### src/rtl/xrv_mdu_pkg.sv
// Shared types and constants for the RV32M sequencer and its iterative divider.
package xrv_mdu_pkg;

    localparam int XLEN      = 32;
    localparam int RD_W      = 5;
    localparam int DIV_ITERS = 32;
    localparam logic [XLEN-1:0] DIV_BY_ZERO_Q = '1;

    typedef enum logic [2:0] {
        F3_MUL    = 3'b000,
        F3_MULH   = 3'b001,
        F3_MULHSU = 3'b010,
        F3_MULHU  = 3'b011,
        F3_DIV    = 3'b100,
        F3_DIVU   = 3'b101,
        F3_REM    = 3'b110,
        F3_REMU   = 3'b111
    } funct3_e;

    typedef enum logic [2:0] {
        S_IDLE,
        S_MUL_WAIT,
        S_MUL_DRAIN,
        S_DIV_RUN,
        S_DONE
    } state_e;

    typedef enum logic [1:0] {
        DV_IDLE,
        DV_SETUP,
        DV_ITER,
        DV_FIX
    } div_phase_e;

endpackage

### src/rtl/xrv_mdu_seq_div.sv
// Restoring 32-bit divider: one setup cycle, 32 iterations, one sign-fixup cycle.
// Zero divisor and signed overflow finish in the setup cycle.
module xrv_div
    import xrv_mdu_pkg::*;
(
    input  logic            clk,
    input  logic            rstb,
    input  logic            start,
    input  logic            abort,
    input  logic [XLEN-1:0] a,
    input  logic [XLEN-1:0] b,
    input  logic [1:0]      funct3,
    output logic            done,
    output logic [XLEN-1:0] result
);

    div_phase_e      phase_q, phase_d;
    logic [XLEN-1:0] a_q, a_d, b_q, b_d;
    logic [1:0]      fn_q, fn_d;
    logic [XLEN-1:0] dvd_q, dvd_d, dvs_q, dvs_d, rem_q, rem_d;
    logic [5:0]      cnt_q, cnt_d;

    logic            is_signed, want_rem, div_zero, ovf;
    logic [XLEN-1:0] mag_a, mag_b, q_fix, r_fix;
    logic [XLEN:0]   rem_sh, diff;

    always_comb begin
        is_signed = ~fn_q[0];
        want_rem  = fn_q[1];
        mag_a     = (is_signed && a_q[XLEN-1]) ? -a_q : a_q;
        mag_b     = (is_signed && b_q[XLEN-1]) ? -b_q : b_q;
        div_zero  = (b_q == '0);
        ovf       = is_signed && (a_q == 32'h8000_0000) && (b_q == 32'hFFFF_FFFF);
        // dvd_q shifts the dividend out of its top while quotient bits enter at the bottom
        rem_sh    = {rem_q, dvd_q[XLEN-1]};
        diff      = rem_sh - {1'b0, dvs_q};
        q_fix     = (is_signed && (a_q[XLEN-1] ^ b_q[XLEN-1])) ? -dvd_q : dvd_q;
        r_fix     = (is_signed && a_q[XLEN-1]) ? -rem_q : rem_q;
    end

    always_comb begin
        phase_d = phase_q;
        a_d     = a_q;
        b_d     = b_q;
        fn_d    = fn_q;
        dvd_d   = dvd_q;
        dvs_d   = dvs_q;
        rem_d   = rem_q;
        cnt_d   = cnt_q;
        done    = 1'b0;
        result  = '0;
        case (phase_q)
            DV_SETUP: begin
                if (div_zero) begin
                    done    = 1'b1;
                    result  = want_rem ? a_q : DIV_BY_ZERO_Q;
                    phase_d = DV_IDLE;
                end else if (ovf) begin
                    done    = 1'b1;
                    result  = want_rem ? '0 : 32'h8000_0000;
                    phase_d = DV_IDLE;
                end else begin
                    dvd_d   = mag_a;
                    dvs_d   = mag_b;
                    rem_d   = '0;
                    cnt_d   = 6'(DIV_ITERS - 1);
                    phase_d = DV_ITER;
                end
            end
            DV_ITER: begin
                if (!diff[XLEN]) begin
                    rem_d = diff[XLEN-1:0];
                    dvd_d = {dvd_q[XLEN-2:0], 1'b1};
                end else begin
                    rem_d = rem_sh[XLEN-1:0];
                    dvd_d = {dvd_q[XLEN-2:0], 1'b0};
                end
                cnt_d = cnt_q - 6'd1;
                if (cnt_q == '0) phase_d = DV_FIX;
            end
            DV_FIX: begin
                done    = 1'b1;
                result  = want_rem ? r_fix : q_fix;
                phase_d = DV_IDLE;
            end
            default: ;
        endcase
        if (start) begin
            a_d     = a;
            b_d     = b;
            fn_d    = funct3;
            phase_d = DV_SETUP;
        end
        if (abort) phase_d = DV_IDLE;
    end

    always_ff @(posedge clk or negedge rstb) begin
        if (!rstb) begin
            phase_q <= DV_IDLE;
            a_q     <= '0;
            b_q     <= '0;
            fn_q    <= '0;
            dvd_q   <= '0;
            dvs_q   <= '0;
            rem_q   <= '0;
            cnt_q   <= '0;
        end else begin
            phase_q <= phase_d;
            a_q     <= a_d;
            b_q     <= b_d;
            fn_q    <= fn_d;
            dvd_q   <= dvd_d;
            dvs_q   <= dvs_d;
            rem_q   <= rem_d;
            cnt_q   <= cnt_d;
        end
    end

endmodule

### src/rtl/xrv_mdu_seq.sv
// RV32M sequencer: launches the external 2-cycle multiplier or the internal divider,
// one op at a time, and holds the tagged result until writeback takes it.
//   state       | meaning
//   S_IDLE      | ready for a new op
//   S_MUL_WAIT  | multiplier launched, waiting for its strobe
//   S_MUL_DRAIN | flushed multiply, swallow its late result before reuse
//   S_DIV_RUN   | divider busy
//   S_DONE      | result held for writeback
module xrv_mdu_seq
    import xrv_mdu_pkg::*;
(
    input  logic            clk,
    input  logic            rstb,
    input  logic            op_valid,
    output logic            op_ready,
    input  logic [XLEN-1:0] op_a,
    input  logic [XLEN-1:0] op_b,
    input  logic [2:0]      op_funct3,
    input  logic [RD_W-1:0] op_rd,
    input  logic            flush,
    output logic [XLEN-1:0] mult_a,
    output logic [XLEN-1:0] mult_b,
    output logic [2:0]      mult_optype,
    output logic            mult_valid,
    input  logic [XLEN-1:0] mult_result,
    input  logic            mult_result_valid,
    output logic            wb_valid,
    input  logic            wb_ready,
    output logic [RD_W-1:0] wb_rd,
    output logic [XLEN-1:0] wb_data
);

    state_e          state_q, state_d;
    logic [RD_W-1:0] rd_q, rd_d;
    logic [XLEN-1:0] data_q, data_d, ma_q, ma_d, mb_q, mb_d;
    logic [2:0]      mop_q, mop_d;
    logic            mv_q, mv_d;
    logic            div_start, div_abort, div_done;
    logic [XLEN-1:0] div_result;

    // rstb gates op_ready so every output reads 0 while reset is held
    assign op_ready    = rstb && (state_q == S_IDLE) && !flush;
    assign wb_valid    = (state_q == S_DONE);
    assign wb_rd       = rd_q;
    assign wb_data     = data_q;
    assign mult_a      = ma_q;
    assign mult_b      = mb_q;
    assign mult_optype = mop_q;
    assign mult_valid  = mv_q;

    always_comb begin
        state_d   = state_q;
        rd_d      = rd_q;
        data_d    = data_q;
        ma_d      = ma_q;
        mb_d      = mb_q;
        mop_d     = mop_q;
        mv_d      = 1'b0;
        div_start = 1'b0;
        div_abort = 1'b0;
        case (state_q)
            S_IDLE: begin
                if (op_valid && op_ready) begin
                    rd_d = op_rd;
                    if (!op_funct3[2]) begin
                        ma_d    = op_a;
                        mb_d    = op_b;
                        mop_d   = op_funct3;
                        mv_d    = 1'b1;
                        state_d = S_MUL_WAIT;
                    end else begin
                        div_start = 1'b1;
                        state_d   = S_DIV_RUN;
                    end
                end
            end
            S_MUL_WAIT: begin
                if (flush) begin
                    state_d = mult_result_valid ? S_IDLE : S_MUL_DRAIN;
                end else if (mult_result_valid) begin
                    data_d  = mult_result;
                    state_d = S_DONE;
                end
            end
            S_MUL_DRAIN: begin
                if (mult_result_valid) state_d = S_IDLE;
            end
            S_DIV_RUN: begin
                if (flush) begin
                    div_abort = 1'b1;
                    state_d   = S_IDLE;
                end else if (div_done) begin
                    data_d  = div_result;
                    state_d = S_DONE;
                end
            end
            S_DONE: begin
                if (wb_ready || flush) state_d = S_IDLE;
            end
            default: state_d = S_IDLE;
        endcase
    end

    always_ff @(posedge clk or negedge rstb) begin
        if (!rstb) begin
            state_q <= S_IDLE;
            rd_q    <= '0;
            data_q  <= '0;
            ma_q    <= '0;
            mb_q    <= '0;
            mop_q   <= '0;
            mv_q    <= 1'b0;
        end else begin
            state_q <= state_d;
            rd_q    <= rd_d;
            data_q  <= data_d;
            ma_q    <= ma_d;
            mb_q    <= mb_d;
            mop_q   <= mop_d;
            mv_q    <= mv_d;
        end
    end

    xrv_div u_div (
        .clk    (clk),
        .rstb   (rstb),
        .start  (div_start),
        .abort  (div_abort),
        .a      (op_a),
        .b      (op_b),
        .funct3 (op_funct3[1:0]),
        .done   (div_done),
        .result (div_result)
    );

endmodule
### config.mk
export PLATFORM = sky130hd
export DESIGN_NAME = xrv_mdu_seq
export DESIGN_NICKNAME = d
export VERILOG_FILES = /design/src/rtl/xrv_mdu_pkg.sv /design/src/rtl/xrv_mdu_seq_div.sv /design/src/rtl/xrv_mdu_seq.sv
export SDC_FILE = /design/constraint.sdc
export NUM_CORES = 1
export LEC_CHECK = 0
export CAP_MARGIN = 25
export CELL_PAD_IN_SITES_DETAIL_PLACEMENT = 2
export CELL_PAD_IN_SITES_GLOBAL_PLACEMENT = 2
export CORE_MARGIN = 2
export CORE_UTILIZATION = 25
export CTS_CLUSTER_SIZE = 20
export DETAILED_ROUTE_END_ITERATION = 16
export HOLD_SLACK_MARGIN = 0.12
export PLACE_DENSITY_LB_ADDON = 0.12
export SKIP_LAST_GASP = 1
export SLEW_MARGIN = 20
export SYNTH_ARGS = -nofsm -noshare
export SYNTH_HDL_FRONTEND = slang
export SYNTH_SLANG_ARGS = --single-unit
### constraint.sdc
create_clock -name clk -period 3.8 [get_ports clk]
set_clock_uncertainty 0.15 [all_clocks]
set_input_delay 0.76 -clock clk [delete_from_list [all_inputs] [get_ports clk]]
set_output_delay 0.76 -clock clk [all_outputs]
set_load 0.01 [all_outputs]
# ---- Yosys cells after proc, flatten, opt, wreduce, memory -nomap -nowiden
# Cells that the tools add are included.
dict set report op_classes {
  add_sub_neg 6
  mul 0
  div_mod_pow 0
  n_lt_le_gt_ge 0
  eq_ne 21
  n_shift 0
  n_mux 53
  bitwise 5
  reduce_logical 23
}
# cell n
set ops {}
lappend ops {{$mux 32} 18}
lappend ops {{$pmux 32 s2} 4}
lappend ops {{$neg 32->32} 4}
lappend ops {{$eq 32x32->1 const B} 2}
lappend ops {{$sub 33x32->33} 1}
lappend ops {{$logic_not 32->1} 1}
lappend ops {{$mux 3} 7}
lappend ops {{$pmux 3 s5} 1}
lappend ops {{$mux 2} 7}
lappend ops {{$ne 2x2->1 const B} 7}
lappend ops {{$mux 6} 2}
lappend ops {{$pmux 6 s2} 1}
lappend ops {{$mux 1} 11}
lappend ops {{$reduce_and 5->1} 2}
lappend ops {{$reduce_and 3->1} 3}
lappend ops {{$logic_and 1x1->1} 8}
lappend ops {{$eq 3x2->1 const B} 2}
lappend ops {{$logic_not 6->1} 1}
lappend ops {{$ne 3x3->1 const B} 2}
lappend ops {{$pmux 2 s3} 1}
lappend ops {{$sub 6x1->6 const B} 1}
lappend ops {{$reduce_bool 5->1} 1}
lappend ops {{$eq 2x2->1 const B} 2}
lappend ops {{$ne 2x1->1 const B} 2}
lappend ops {{other kinds (12)} 17}
dict set report totals {
  ff_bits 277
  latch_bits 0
  ram_bits 0
  mem_bits_ro 0
  in_bits 110
  out_inout_bits 107
  memories 0
}

# ---- Logic depth before layout (Yosys ltp)
dict set report logic_depth {
  ltp_word 9
  mapped_depth 15
}

# ---- By module
# A second synthesis with hierarchy kept.
dict set report hier_totals {
  cells_unflattened 1686
  area_unflattened_um2 16557.1
}
# mod instances cells_per_inst area_each_um2 seq_area_each_um2
set modules_own_cells {}
lappend modules_own_cells {xrv_div 1 1404 11967.7 4254.1}
lappend modules_own_cells {xrv_mdu_seq 1 282 4589.4 2677.6}

# ---- Worst setup path after synthesis
# No wires, ideal clock.
dict set report synth_timing {
  path_kind {reg2reg}
  start {reg u_div.rem_q[6]}
  end {reg u_div.rem_q[22]}
  t_arrival_ns 2.861
  t_required_ns 3.523
  slack_ns 0.662
  stages_incl_launch_ff 14
  path_buffers 3
  period_less_slack_ns 3.138
  path_cell_list {dfrtp_1 > ha_1 > clkbuf_1 > a21o_1 > a221oi_1 > o211ai_1 > o2111ai_1 > nand4_1 > a211o_1 > and3_1 > buf_2 > buf_2 > mux2i_1 > o21ai_0}
}
dict set report synth_via {
  elab_chain_cells 3
}
# item line_no
set synth_lines {}
lappend synth_lines {{from (decl)} xrv_mdu_seq_div.sv:20} ;# logic [XLEN-1:0] dvd_q, dvd_d, dvs_q, dvs_d, rem_q, rem_d;
lappend synth_lines {{from (signal assigned)} xrv_mdu_seq_div.sv:114} ;# rem_q <= rem_d;
lappend synth_lines {{$sub 33x32->33} xrv_mdu_seq_div.sv:36} ;# diff = rem_sh - {1'b0, dvs_q};
lappend synth_lines {{$mux 32} xrv_mdu_seq_div.sv:71} ;# if (!diff[XLEN]) begin
lappend synth_lines {{$pmux 32 s2} xrv_mdu_seq_div.sv:52} ;# case (phase_q)
# Every way passes these cells.
# A chain may end at the register's enable or synchronous reset.

# ---- Worst setup path in the final report
dict set report layout_timing {
  start {reg u_div.rem_q[12]}
  end {reg data_q[28], in the netlist wb_data[28]}
}
dict set report layout_via {
  elab_chain_cells 7
}
# item line_no
set layout_lines {}
lappend layout_lines {{$neg 32->32} xrv_mdu_seq_div.sv:38} ;# r_fix = (is_signed && a_q[XLEN-1]) ? -rem_q : rem_q;
lappend layout_lines {{$mux 32} xrv_mdu_seq_div.sv:38}
lappend layout_lines {{$mux 32} xrv_mdu_seq_div.sv:83} ;# result = want_rem ? r_fix : q_fix;
lappend layout_lines {{$pmux 32 s2} xrv_mdu_seq_div.sv:52}
lappend layout_lines {{$mux 32} xrv_mdu_seq.sv:92} ;# end else if (div_done) begin
lappend layout_lines {{$mux 32} xrv_mdu_seq.sv:89} ;# if (flush) begin
lappend layout_lines {{$pmux 32 s2} xrv_mdu_seq.sv:61} ;# case (state_q)
lappend layout_lines {{to (signal assigned)} xrv_mdu_seq.sv:116} ;# data_q <= data_d;
lappend layout_lines {{to (decl)} xrv_mdu_seq.sv:35} ;# logic [XLEN-1:0] data_q, data_d, ma_q, ma_d, mb_q, mb_d;
# Every way passes these cells. The select of a mux whose other input is x is not followed.

==> metrics.yaml <==
fp.dieH_um: 263
multi_input_area_um2: 9100
hold_path_end: "mult_a[29]"
drive_gt1_share_pct: 11.0
cts_tree: "built"
critPathRequiredTime_ps: 4080
max_stage_delay_ps: 520
cts_buffer_depth: 3
core.rowCount: 94
syn2layout_area_growth_pct: 28.3
max-cap-violations: 0
cts_max_level: 2
wl_mm: 68.8
firstDrtPassIters: 4
cpMaxStageDelayCell: "dfrtp_1"
synthesis.area_um2: 16700
ir_drop_mv: 0.323
fin_crit_ps: 3580
startpoint_type: "flip-flop"
fin_crit_sh_pct: 94.2
reg2reg_depth: 10
netlist.area_leader.share_pct: 41.5
arrival_ps: 3850
fin_nets: 2300
clock_latency_ps: 580
cts_num_sinks: 277
postSynth.asyncResetShare_pct: 100
worstReg2RegEnd: "wb_data[28]"
overflow: 0
finalPower_w: 0.0157
final-setup-viol-count: 0
drc: 0
power.density_nw_per_um2: 731
track_usage_pct: 19.8
hold_class: "reg2reg"
holdCritStartpoint: "mult_a[29]"
endpoint_kind: "flip-flop"
core_area_um2: 66000
outcome: "completed"
die_w_um: 263
seqCellArea_um2: 6930
layout_commonest_cell: "nand2_1"
grt_pass1_vias: 16600
synthFlopType: "dfrtp_1"
drt-initial-drc-count: 702
r2r_start: "u_div.rem_q[12]"
io_pins: 217
syn_nets: 2092
worstPathMaxFanout: 7
worstPathCellList: "or3_1 > or3_1 > nor4_2 > nand2_1 > o21ai_1 > xor2_1 > nor2_1 > a2111oi_1 > buf_4 > o31ai_1"
clkTransAtPathRegs_ps: 50
fin_cells: 3042
synth_warnings: 0
synth-edff-count: 0
whs_ps: 324
initial_core_util_pct: 25.3
wl_per_cell_um: 22.6
ys_ff_latch: 277
synth_largest_area_cell: "dfrtp_1"
tightest_slew_ps: 1070
n_fill_cell: 7383
die-area_um2: 68900
placedCellCount: 2969
rsz0062_at_grt: "yes"
grt_pass1_wl_mm: 106
critPathKind: "reg2reg"
slew_viol_final: 0
r2r_setup_slack_ps: 220
hold_viol_final: 0
syn_avg_cell_area_um2: 8.62
hpwl_mm: 51.8
grt_start_max_net_pins: 118
drtAntennaViolNets: 0
cpMostUsedCell: "or3_1"
min_path_cells: 2
max-slew-margin-rel_pct: 28.3
synth_cell_type_count: 68
antenna_found_initial: 1
mostFrequentLayoutCells: "364 x nand2_1, 277 x dfrtp_1, 214 x clkdlybuf4s50_1, 160 x a21oi_1, 154 x nor2_1"
place_congestion: 0.829
synth_cells: 1939
io_buffers: 215
detail_route.vias_per_cell: 4.99
cts_made_buffers: 39
synthTopCellsByArea: "dfrtp_1 41%, nand2_1 8.2%, a21oi_1 4.8%"
vias: 15200
cts_root_buf: "clkbuf_16"
ys_seq_area_share_pct: 41.5
leakage_nw: 9.23
fmax_mhz: 280
per-layer routing:
metal  wire length [um]  global-route usage (%)  part of all wire [%]
met1              34000                    27.7                    49
met2              30500                    31.4                    44
met3               2830                    3.55                   4.1
met4               1430                    4.85                   2.1
met5                  7                       0                 0.010
metrics by stage:
step                utilization (%)  instance area, um^2  setup WS (ps)  setup TNS (ps)
floorplan                         -                16700            662               0
global placement               30.5                20100            144               0
detailed placement             30.5                20100           42.6               0
CTS                            32.5                21400           42.4               0
global route                   32.5                21400          -26.6           -26.6
finish                         32.5                21400            222               0
what timing repair did:
action                                 in CTS  in global routing
resized for setup                           0                  3
buffers inserted                            0                  0
setup endpoints to repair                   0                 30
hold buffers                                1                  0
endpoints found under the hold margin      11                  0
registers in the layout, indices dropped and copies added, names as in the netlist:
name and count:
mult_a 32, mult_b 32, mult_optype 2, mult_valid 1, state_q 3, u_div.a_q 32
u_div.b_q 32, u_div.cnt_q 6, u_div.dvd_q 32, u_div.dvs_q 32, u_div.fn_q 2, u_div.phase_q 2
u_div.rem_q 32, wb_data 32, wb_rd 5
synthesized netlist by cell type (7+ instances only):
master and number:
nand2_1 366, dfrtp_1 277, a21oi_1 160, nor2_1 155
o21ai_0 138, clkbuf_1 87, xor2_1 78, mux2_2 71
xnor2_1 64, inv_1 57, ha_1 42, mux2i_1 31
nor3_1 28, o21ai_1 26, o31ai_1 22, a21o_1 20
buf_2 17, nand3_1 17, a31oi_1 16, nand4_1 16
o211ai_1 16, nor2b_1 15, o22ai_1 15, nand2b_1 14
or3_1 13, a22oi_1 12, nor4_1 12, and3_1 11
o221ai_1 11, a21boi_0 10, o41ai_1 10, a211oi_1 8
a2111oi_0 7, buf_1 7
how the worst max path moves through the flow:
stage	start	end	slack, ps
3_3_place_gp	u_div.rem_q[12]	wb_data[28]	140
5_1_grt	u_div.rem_q[8]	u_div.rem_q[18]	-30
4_1_cts	u_div.rem_q[12]	wb_data[28]	40
6_report	u_div.rem_q[12]	wb_data[28]	220
2_1_floorplan	u_div.rem_q[6]	u_div.rem_q[22]	660
3_5_place_dp	u_div.rem_q[12]	wb_data[28]	40
worst max-delay path, delay by kind of cell (launching register included):
kind,cells,cell delay [ps]
AOI/OAI and AO/OA,3,710
buffers and inverters,1,210
and+or+nand+nor,5,1640
xor gates and xnor gates,1,200
DFF,1,520
cell families after synthesis:
kind of cell               count (synthesis)  synth area share [%]
adders and majority gates                 43                  3.26
and+or+nand+nor                          700                  19.2
other                                      1                0.0224
buffers and inverters                    175                  4.28
xor gates and xnor gates                 142                  7.44
muxes                                    102                  6.64
DFF                                      277                  41.5
AOI/OAI and AO/OA                        499                  17.7
power breakdown:
group	total [W]	internal (W)	switching, W	leakage [nW]
registers	0.00497	0.00390	0.00107	3.46
clock network	0.00377	0.00224	0.00154	0.657
logic	0.00693	0.00283	0.00410	5.12
final cells by class:
cell class | count | share of cell area, %
inverter | 57 | 0.998
tap | 864 | 5.04
sequential | 277 | 32.3
clock inverter | 13 | 0.654
multi-input combinational | 1487 | 42.5
timing repair buffer | 285 | 13.0
clock buffer | 58 | 5.50
antenna | 1 | 0.0117
Power figures use the tool's default switching activity.
